===== src/rtl/wb_arb2_pkg.sv =====
// soc_bus_pkg: shared Wishbone bus definitions for the wb_arb2 arbiter.
//   - arbiter state encoding (IDLE / G0 / G1)
//   - default read data returned on a watchdog termination
//   - Wishbone address and data widths
package soc_bus_pkg;

  localparam int unsigned WbAddrW = 32;
  localparam int unsigned WbDataW = 32;

  localparam logic [WbDataW-1:0] ToRdtDefault = 32'hdead_dead;

  typedef enum logic [1:0] {
    StIdle = 2'b00,
    StG0   = 2'b01,
    StG1   = 2'b10
  } arb_state_e;

endpackage


===== src/rtl/wb_arb2_if.sv =====
// wb_arb2_if: bundle of every Wishbone signal around the two-master arbiter.
//   m0_* : CPU master side (cyc/stb/we/sel/adr/dat in, rdt/ack out)
//   m1_* : SPI-slave master side (same shape as m0)
//   s_*  : shared bus towards the address decoder (cyc/stb/we/sel/adr/dat out, rdt/ack in)
// Modports:
//   slave  : the arbiter's view (it is the slave of both masters)
//   master : the surrounding system's view (masters plus decoder)
interface wb_arb2_if;
  import soc_bus_pkg::*;

  logic               m0_cyc;
  logic               m0_stb;
  logic               m0_we;
  logic [3:0]         m0_sel;
  logic [WbAddrW-1:0] m0_adr;
  logic [WbDataW-1:0] m0_dat;
  logic [WbDataW-1:0] m0_rdt;
  logic               m0_ack;

  logic               m1_cyc;
  logic               m1_stb;
  logic               m1_we;
  logic [3:0]         m1_sel;
  logic [WbAddrW-1:0] m1_adr;
  logic [WbDataW-1:0] m1_dat;
  logic [WbDataW-1:0] m1_rdt;
  logic               m1_ack;

  logic               s_cyc;
  logic               s_stb;
  logic               s_we;
  logic [3:0]         s_sel;
  logic [WbAddrW-1:0] s_adr;
  logic [WbDataW-1:0] s_dat;
  logic [WbDataW-1:0] s_rdt;
  logic               s_ack;

  modport slave (
    input  m0_cyc, m0_stb, m0_we, m0_sel, m0_adr, m0_dat,
    output m0_rdt, m0_ack,
    input  m1_cyc, m1_stb, m1_we, m1_sel, m1_adr, m1_dat,
    output m1_rdt, m1_ack,
    output s_cyc, s_stb, s_we, s_sel, s_adr, s_dat,
    input  s_rdt, s_ack
  );

  modport master (
    output m0_cyc, m0_stb, m0_we, m0_sel, m0_adr, m0_dat,
    input  m0_rdt, m0_ack,
    output m1_cyc, m1_stb, m1_we, m1_sel, m1_adr, m1_dat,
    input  m1_rdt, m1_ack,
    input  s_cyc, s_stb, s_we, s_sel, s_adr, s_dat,
    output s_rdt, s_ack
  );

endinterface


===== src/rtl/wb_wdt.sv =====
// wb_wdt: bus-cycle watchdog for wb_arb2.
// Counts consecutive stalled strobe cycles and flags a forced termination on the
// Cycles-th one; also holds the sticky timeout flag.
// Ports:
//   clk_i    : clock
//   rst_i    : asynchronous active-high reset
//   run_i    : strobe of the granted master is high
//   kick_i   : slave ack or arbiter state change; restarts the count
//   clr_i    : clears the sticky timeout flag
//   expire_o : this cycle is a forced termination
//   to_o     : sticky timeout flag, set the edge after expire_o
module wb_wdt #(
  parameter int unsigned Cycles = 64
) (
  input  logic clk_i,
  input  logic rst_i,
  input  logic run_i,
  input  logic kick_i,
  input  logic clr_i,
  output logic expire_o,
  output logic to_o
);

  localparam int unsigned CntW = (Cycles > 2) ? $clog2(Cycles) : 1;
  localparam logic [CntW-1:0] CntMax = CntW'(Cycles - 1);

  logic [CntW-1:0] cnt_q, cnt_d;
  logic            to_q, to_d;

  assign expire_o = run_i & ~kick_i & (cnt_q == CntMax);
  assign to_o     = to_q;

  always_comb begin
    cnt_d = cnt_q + CntW'(1);
    // Clearing at the terminal count means the counter can never wrap.
    if (!run_i || kick_i || expire_o) begin
      cnt_d = '0;
    end
    to_d = to_q;
    if (clr_i) begin
      to_d = 1'b0;
    end
    // A new timeout beats a simultaneous clear.
    if (expire_o) begin
      to_d = 1'b1;
    end
  end

  always_ff @(posedge clk_i or posedge rst_i) begin
    if (rst_i) begin
      cnt_q <= '0;
      to_q  <= 1'b0;
    end else begin
      cnt_q <= cnt_d;
      to_q  <= to_d;
    end
  end

endmodule


===== src/rtl/wb_arb2.sv =====
// wb_arb2: two-master Wishbone classic arbiter with round-robin fairness and an
// optional bus-cycle watchdog (build with WB_ARB2_WDT_EN defined to include it).
// Ports:
//   wb_clk  : clock, rising edge
//   wb_rst  : asynchronous active-high reset
//   bus     : wb_arb2_if.slave, both master ports plus the shared decoder port
//   wdt_to  : sticky watchdog-timeout flag (tied 0 without the watchdog)
//   wdt_clr : clears wdt_to (ignored without the watchdog)
// Parameters:
//   WDT_CYCLES : stalled-strobe cycles before a forced termination (2..65535)
//   TO_RDT     : read data returned to the master on a forced termination
module wb_arb2
  import soc_bus_pkg::*;
#(
  parameter int unsigned        WDT_CYCLES = 64,
  parameter logic [WbDataW-1:0] TO_RDT     = ToRdtDefault
) (
  input  logic     wb_clk,
  input  logic     wb_rst,
  wb_arb2_if.slave bus,
  output logic     wdt_to,
  input  logic     wdt_clr
);

  if (WDT_CYCLES < 2 || WDT_CYCLES > 65535) begin : g_bad_wdt_cycles
    $error("wb_arb2: WDT_CYCLES must lie in 2..65535");
  end

  arb_state_e state_q, state_d;
  logic       last_q, last_d;
  logic       gnt0, gnt1;
  logic       cyc_raw, stb_raw;
  logic       expire;

  assign gnt0 = (state_q == StG0);
  assign gnt1 = (state_q == StG1);

  // Grant FSM. IDLE always sits between two grants, which costs one dead cycle
  // but keeps the hand-over trivially glitch-free.
  always_comb begin
    state_d = state_q;
    last_d  = last_q;
    case (state_q)
      StIdle: begin
        if (bus.m0_cyc && bus.m1_cyc) begin
          state_d = last_q ? StG0 : StG1;
        end else if (bus.m0_cyc) begin
          state_d = StG0;
        end else if (bus.m1_cyc) begin
          state_d = StG1;
        end
      end
      StG0: begin
        if (!bus.m0_cyc) begin
          state_d = StIdle;
          last_d  = 1'b0;
        end
      end
      StG1: begin
        if (!bus.m1_cyc) begin
          state_d = StIdle;
          last_d  = 1'b1;
        end
      end
      default: state_d = StIdle;
    endcase
  end

  always_ff @(posedge wb_clk or posedge wb_rst) begin
    if (wb_rst) begin
      state_q <= StIdle;
      last_q  <= 1'b1;
    end else begin
      state_q <= state_d;
      last_q  <= last_d;
    end
  end

  assign cyc_raw = (bus.m0_cyc & gnt0) | (bus.m1_cyc & gnt1);
  assign stb_raw = (bus.m0_stb & gnt0) | (bus.m1_stb & gnt1);

`ifdef WB_ARB2_WDT_EN
  logic kick;

  assign kick = bus.s_ack | (state_d != state_q);

  // run uses the unforced strobe so the forced drop cannot feed back into expire.
  wb_wdt #(
    .Cycles(WDT_CYCLES)
  ) u_wdt (
    .clk_i   (wb_clk),
    .rst_i   (wb_rst),
    .run_i   (stb_raw),
    .kick_i  (kick),
    .clr_i   (wdt_clr),
    .expire_o(expire),
    .to_o    (wdt_to)
  );
`else
  logic unused_wdt_clr;

  assign unused_wdt_clr = wdt_clr;
  assign expire         = 1'b0;
  assign wdt_to         = 1'b0;
`endif

  // Shared bus: m1 only while G1, otherwise m0 (including IDLE and reset).
  assign bus.s_cyc = cyc_raw & ~expire;
  assign bus.s_stb = stb_raw & ~expire;
  assign bus.s_we  = gnt1 ? bus.m1_we  : bus.m0_we;
  assign bus.s_sel = gnt1 ? bus.m1_sel : bus.m0_sel;
  assign bus.s_adr = gnt1 ? bus.m1_adr : bus.m0_adr;
  assign bus.s_dat = gnt1 ? bus.m1_dat : bus.m0_dat;

  // Acks are gated by the live strobe so a late ack after a termination is dropped.
  assign bus.m0_ack = gnt0 & ((bus.s_ack & stb_raw & ~expire) | expire);
  assign bus.m1_ack = gnt1 & ((bus.s_ack & stb_raw & ~expire) | expire);

  assign bus.m0_rdt = (gnt0 & expire) ? TO_RDT : bus.s_rdt;
  assign bus.m1_rdt = (gnt1 & expire) ? TO_RDT : bus.s_rdt;

endmodule


===== src/flat_wrapper.sv =====
// flat-port wrapper written by rule: the top's interface ports become plain ports
module wb_arb2_flat import soc_bus_pkg::*;
#(
  parameter int unsigned        WDT_CYCLES = 64,
  parameter logic [WbDataW-1:0] TO_RDT     = ToRdtDefault
)
  (wb_clk, wb_rst, wdt_to, wdt_clr, bus_m0_cyc, bus_m0_stb, bus_m0_we, bus_m0_sel, bus_m0_adr, bus_m0_dat, bus_m0_rdt, bus_m0_ack, bus_m1_cyc, bus_m1_stb, bus_m1_we, bus_m1_sel, bus_m1_adr, bus_m1_dat, bus_m1_rdt, bus_m1_ack, bus_s_cyc, bus_s_stb, bus_s_we, bus_s_sel, bus_s_adr, bus_s_dat, bus_s_rdt, bus_s_ack);
  wb_arb2_if bus_i ();
  input  logic wb_clk;
  input  logic wb_rst;
  output logic wdt_to;
  input  logic wdt_clr;
  input wire logic [$bits(bus_i.m0_cyc)-1:0] bus_m0_cyc;
  input wire logic [$bits(bus_i.m0_stb)-1:0] bus_m0_stb;
  input wire logic [$bits(bus_i.m0_we)-1:0] bus_m0_we;
  input wire logic [$bits(bus_i.m0_sel)-1:0] bus_m0_sel;
  input wire logic [$bits(bus_i.m0_adr)-1:0] bus_m0_adr;
  input wire logic [$bits(bus_i.m0_dat)-1:0] bus_m0_dat;
  output wire logic [$bits(bus_i.m0_rdt)-1:0] bus_m0_rdt;
  output wire logic [$bits(bus_i.m0_ack)-1:0] bus_m0_ack;
  input wire logic [$bits(bus_i.m1_cyc)-1:0] bus_m1_cyc;
  input wire logic [$bits(bus_i.m1_stb)-1:0] bus_m1_stb;
  input wire logic [$bits(bus_i.m1_we)-1:0] bus_m1_we;
  input wire logic [$bits(bus_i.m1_sel)-1:0] bus_m1_sel;
  input wire logic [$bits(bus_i.m1_adr)-1:0] bus_m1_adr;
  input wire logic [$bits(bus_i.m1_dat)-1:0] bus_m1_dat;
  output wire logic [$bits(bus_i.m1_rdt)-1:0] bus_m1_rdt;
  output wire logic [$bits(bus_i.m1_ack)-1:0] bus_m1_ack;
  output wire logic [$bits(bus_i.s_cyc)-1:0] bus_s_cyc;
  output wire logic [$bits(bus_i.s_stb)-1:0] bus_s_stb;
  output wire logic [$bits(bus_i.s_we)-1:0] bus_s_we;
  output wire logic [$bits(bus_i.s_sel)-1:0] bus_s_sel;
  output wire logic [$bits(bus_i.s_adr)-1:0] bus_s_adr;
  output wire logic [$bits(bus_i.s_dat)-1:0] bus_s_dat;
  input wire logic [$bits(bus_i.s_rdt)-1:0] bus_s_rdt;
  input wire logic [$bits(bus_i.s_ack)-1:0] bus_s_ack;
  assign bus_i.m0_cyc = bus_m0_cyc;
  assign bus_i.m0_stb = bus_m0_stb;
  assign bus_i.m0_we = bus_m0_we;
  assign bus_i.m0_sel = bus_m0_sel;
  assign bus_i.m0_adr = bus_m0_adr;
  assign bus_i.m0_dat = bus_m0_dat;
  assign bus_m0_rdt = bus_i.m0_rdt;
  assign bus_m0_ack = bus_i.m0_ack;
  assign bus_i.m1_cyc = bus_m1_cyc;
  assign bus_i.m1_stb = bus_m1_stb;
  assign bus_i.m1_we = bus_m1_we;
  assign bus_i.m1_sel = bus_m1_sel;
  assign bus_i.m1_adr = bus_m1_adr;
  assign bus_i.m1_dat = bus_m1_dat;
  assign bus_m1_rdt = bus_i.m1_rdt;
  assign bus_m1_ack = bus_i.m1_ack;
  assign bus_s_cyc = bus_i.s_cyc;
  assign bus_s_stb = bus_i.s_stb;
  assign bus_s_we = bus_i.s_we;
  assign bus_s_sel = bus_i.s_sel;
  assign bus_s_adr = bus_i.s_adr;
  assign bus_s_dat = bus_i.s_dat;
  assign bus_i.s_rdt = bus_s_rdt;
  assign bus_i.s_ack = bus_s_ack;
  wb_arb2 #(.WDT_CYCLES(WDT_CYCLES), .TO_RDT(TO_RDT)) u_core (.wb_clk(wb_clk), .wb_rst(wb_rst), .bus(bus_i), .wdt_to(wdt_to), .wdt_clr(wdt_clr));
endmodule

===== config.mk =====
export PLATFORM = sky130hd
export DESIGN_NAME = wb_arb2_flat
export DESIGN_NICKNAME = d
export VERILOG_FILES = /design/src/rtl/wb_arb2_pkg.sv /design/src/rtl/wb_arb2_if.sv /design/src/rtl/wb_wdt.sv /design/src/rtl/wb_arb2.sv /design/src/flat_wrapper.sv
export SDC_FILE = /design/constraint.sdc
export NUM_CORES = 1
export LEC_CHECK = 0
export ABC_AREA = 1
export CAP_MARGIN = 20
export CORE_AREA = 2 2 122 124
export CTS_BUF_LIST = sky130_fd_sc_hd__clkbuf_4
export CTS_CLUSTER_SIZE = 12
export DETAILED_ROUTE_END_ITERATION = 12
export DIE_AREA = 0 0 124 126
export PLACE_DENSITY_LB_ADDON = 0.2
export SYNTH_ARGS = -nofsm -noshare
export SYNTH_HDL_FRONTEND = slang
export SYNTH_SLANG_ARGS = --single-unit

===== constraint.sdc =====
create_clock -name wb_clk -period 2.07 [get_ports wb_clk]
set_clock_uncertainty 0.15 [all_clocks]
set_input_delay 0.207 -clock wb_clk [delete_from_list [all_inputs] [get_ports wb_clk]]
set_output_delay 0.207 -clock wb_clk [all_outputs]
set_load 0.01 [all_outputs]

Word-level counts from Yosys, hierarchy flattened
Index checks and enable logic that the tools add are counted.

Flip-flop bits (word level): 3. Input port bits: 178. Output and inout port bits: 138.

Equal/unequal tests: 5. Mux-type cells: 14. Bitwise gates (word level): 9. Reductions and logical operators: 5.

Operators with widths (count): two-way mux 32 bit (2); two-way mux 2 bit (6); AND 1 bit (7); case mux 2 bit (3 select lines) (1); AND reduction 3 bit (2); two-way mux 4 bit (1); inequality test 2 bit, second input constant (2); inequality test 4 x 3 -> 1 bit, second input constant (1); two-way mux 1 bit (3); equality test 2 x 1 -> 1 bit, second input constant (1); equality test 2 bit, second input constant (1); logical NOT 2 bit (1); bitwise OR 1 bit (2); case mux 1 bit (2 select lines) (1); nonzero test 2 bit (1); logical AND 1 bit (1).

Logic depth before layout (Yosys ltp)
Gate-level depths: netlist (run 1).

Depth in word-level cells: 5. Depth in mapped cells: 6. Mapped depth without buffers: 6.

Least setup slack after synthesis (run 1)
OpenSTA, ideal clock, no wires.

Path type: register to output. From: register u_core.state_q[0]. To: output bus_m1_ack. Arrival time: 1018 ps. Required time: 1713 ps. Setup slack: 695 ps. Stages on the path, launching flop included: 5. Path through: dfrtp_1 -> nor2_4 -> inv_2 -> buf_2 -> nor2_1.

Cells in the longest elaborated chain, start to end: 5.

Ends and longest elaborated chain: start, declared (RTL line wb_arb2.sv:29) `arb_state_e state_q, state_d;`; start signal, assigned (RTL line wb_arb2.sv:71) `state_q <= StIdle;`; start signal, assigned (RTL line wb_arb2.sv:74) `state_q <= state_d;`; equality test 2 x 1 -> 1 bit / equality test 2 bit (equally long branches) (RTL line wb_arb2.sv:35, wb_arb2.sv:36); AND 1 bit (RTL line wb_arb2.sv:80) `assign stb_raw = (bus.m0_stb & gnt0) | (bus.m1_stb & gnt1);`; bitwise OR 1 bit (RTL line wb_arb2.sv:80); AND 1 bit (RTL line wb_arb2.sv:117) `assign bus.m1_ack = gnt1 & ((bus.s_ack & stb_raw & ~expire) | expire);`; AND 1 bit (*) (RTL line wb_arb2.sv:117); end, declared (RTL line flat_wrapper.sv:28) `output wire logic [$bits(bus_i.m1_ack)-1:0] bus_m1_ack;`.

Mark *: on every way between the ends. The rest lies on a longest branch, timed or not.

Final worst setup path (run 1)
From: register u_core.state_q[1]. To: output bus_s_we.

Cells in the longest elaborated chain, start to end: 2.

Ends and longest elaborated chain: equality test 2 bit (RTL line wb_arb2.sv:36) `assign gnt1 = (state_q == StG1);`; two-way mux 1 bit (RTL line wb_arb2.sv:110) `assign bus.s_we = gnt1 ? bus.m1_we : bus.m0_we;`; end, declared (RTL line flat_wrapper.sv:31) `output wire logic [$bits(bus_i.s_we)-1:0] bus_s_we;`.

No other way between the ends.

==> metrics.md, run 1 <==
| Metric | Value |
|---|---|
| Outcome | finished, final reports clean |
| GRT Overall Usage | 0.0837 |
| Initial core utilization | 0.107 |
| Final ANT Viol Nets | 0 |
| Final TNS setup | 0 ps |
| Hold WC Path Type | in2async |
| Grt ovf | 0 |
| CTS Hold Bufs | 0 |
| Initial antenna violation count | 0 |
| TritonRoute pass-1 iters | 4 |
| GP Congestion | 0.734 |
| Share of layout cells above drive strength 1 | 0.0446 |
| Reg2reg path depth | 6 |
| Worst hold slack | 7.58 ps |
| Synth unique cells | 12 |
| Die area | 15,600 um2 |
| Pwr dens | 885 nW/um2 |
| Fin crit share | 0.956 |
| Routed met2 length | 4130 um |
| Met3 WL post-DR | 829 um |
| Post-synth EDFFs | 0 |
| Most used cell, CP | nand2_1 |
| Worst reg2reg endpoint | u_core.state_q[1] |
| Top-count cell post-synth | nand2_1 |
| Clk Latency, worst-skew pair | 230 ps |
| Top cell type's share of synthesized area | 0.537 |
| Net count, final | 650 |
| Crit path max-delay family | buffers and inverters |
| Synth area leader | nand2_1 |
| Global-route wire length before repair | a little over 10,000 um |
| Mapped Cells | 317 |
| Total power | 3.11 mW |
| Wl on met1 | 2560 um |
| Setup ws final | 91.5 ps |
| Synthesized net count | 495 |
| Nature of the critical path endpoint | output port |
| Ordered list of cells on the worst path | inv_2 -> nor2_4 -> buf_6 -> clkbuf_16 -> nand2_1 -> nand2_1 -> dlygate4sd2_1 |
| Number of global-route vias before repair | approximately 2,200 |
| Core Box Area | 14,300 um2 |
| Period minus WS final | between 1500 and 2000 ps |
| Slowest cell on crit path | dfrtp_1 |
| Final hold violations | 0 |
| Pins over their slew limit | 0 |
| CP max FO | 26 |
| Crit path DAT | 1620 ps |
| Max Used Layer | met4 |
| Remaining design rule violation count | 0 |
| Die width | around 120 um |
| CTS Buf Count | 3 |
| IO Port Bufs | 217 |
| Final wirelength | 7650 um |
| Pre-CTS setup slack | 45.1 ps |
| Clk buf depth | 2 |
| Worst EP required | 1710 ps |
| Worst setup SP type | flop |
| Clock Root Buffer | clkbuf_4 |
| Placed Cells | 644 |
| Final setup viols | 0 |
| Clock-pin slew on the worst setup and hold paths | 40 ps |
| I/O pin cnt | 316 |
| WP buf/inv | 4 |
| VDD IR max | between 0.3 and 0.4 mV |
| Placed cell area | 3450 um2 |
| Syn Area/Cell | 4.83 um2 |
| Largest net degree at the start of global routing | 54 |
| Post-DP HPWL | 5980 um |
| Die Span Y | between 100 and 150 um |
| Vias per inst | ~3.4 |
| Yosys warns | 0 |
| Reg-to-Reg Start | u_core.state_q[1] |
| Synth Cell Area | 1530 um2 |
| Top_reg_cell synth | dfrtp_1 |
| WL/cell | 11.7 um |
| Vias | 2,250 |
| Fin util | 0.246 |
| Register area share after synthesis | 0.0498 |
| Non-Filler Instances | 655 |
| CTS sink cnt | 3 |
| Share of flip-flops with an asynchronous set or reset | 1.00 |
| RSZ-0062 raised after global routing | true |
| Crit-path max cell delay | 360 ps |
| Area contributors post-synth | nand2_1 54%, buf_4 32%, buf_2 4.6% |
| CTS tree | built |
| Post-synth top cells | 219 x nand2_1, 65 x buf_4, 14 x buf_2 |
| Max Cap Viol | 0 |
| Register-to-register path setup slack | 710 ps |
| # diodes | 0 |
| Rows | 44 |
| Clock H-tree levels | 1 |
| Starting DRT DRC Count | 52 |
| Fmax | 505 MHz |
| Fin area | 3510 um2 |
| P&R area growth vs syn | 129% |
| FF+latch count, synth | 3 |
| Crit Path Category | reg2out |
| Static Leak | 1.80 nW |
[cell usage in the layout, fill, tap and decap left out]
| master | instances |
|---|---|
| buf_4 | 5 |
| nor2_1 | 4 |
| o21ai_0 | 3 |
| inv_2 | 1 |
| clkbuf_4 | 4 |
| buf_16 | 1 |
| dlymetal6s2s_1 | 1 |
| nor2_4 | 1 |
| conb_1 | 1 |
| inv_1 | 2 |
| dfrtp_1 | 2 |
| inv_4 | 1 |
| buf_12 | 3 |
| clkbuf_16 | 2 |
| dlygate4sd2_1 | 62 |
| buf_6 | 1 |
| clkbuf_2 | 1 |
| clkdlybuf4s50_1 | 145 |
| nand3_1 | 3 |
| clkdlybuf4s15_1 | 8 |
| nand2_1 | 219 |
| dfstp_2 | 1 |
[registers in the layout, indices dropped and copies added (netlist names)]
register        count
u_core.state_q      2
u_core.last_q       1
[worst max-delay path by stage]
stage                      startpoint      endpoint  slack (ps)  depth (start not counted)
CTS                 u_core.state_q[1]  bus_s_adr[4]         -70                          7
detailed placement         bus_m0_stb    bus_m0_ack          50                          6
floorplan           u_core.state_q[0]    bus_m1_ack         700                          4
global route        u_core.state_q[1]     bus_s_stb          -6                          5
finish              u_core.state_q[1]      bus_s_we          90                          7
global placement           bus_m0_stb    bus_m0_ack          30                          6
[layer usage]
layer,GRT usage,vias up
met1,0.0766,930
li1,-,1180
met3,0.0217,17
met2,0.170,123
met4,0.0317,0
met5,0,-
[repair_timing]
action | CTS | global route
pin swaps | 0 | 1
gates resized for setup | 72 | 16
setup endpoints to repair | 72 | 1
gates cloned | 0 | 2
setup buffers | 0 | 5
[where the power goes]
group	total, mW	internal, mW	leakage [nW]	switching (mW)
clock	0.116	0.0854	0.0184	0.0311
sequential	0.117	0.0952	0.0359	0.0220
combinational	2.88	1.40	1.74	1.48
total	3.11	1.58	1.80	1.53
[layout make-up]
| type | instances | area [um2] |
|---|---|---|
| sequential | 3 | 76.3 |
| clock buffer | 4 | 30.0 |
| multi-input combinational | 231 | 882 |
| fill | 1649 | 10800 |
| timing repair buffer | 229 | 2280 |
| tap | 184 | 230 |
| inverter | 4 | 17.5 |
[logic make-up after synthesis]
logic type,Yosys count,share of synthesized area
simple gates,227,0.564
compound gates,3,0.00980
other cells,1,0.00245
buf+inv,83,0.374
flops,3,0.0498
[worst register-to-register path: stages (launching register included)]
cell,delay (ps)
dfrtp_1,360
inv_2,70
nor2_4,200
buf_6,160
buf_16,170
nand2_1,100
o21ai_0,80
Power figures use the tool's default switching activity.
==> inputs of run 2 (changes only) <==
CAP_MARGIN = unset   (was 20)
==> results of run 2 <==
Same layout as run 1: the final DEF is identical, and so are final timing and power.
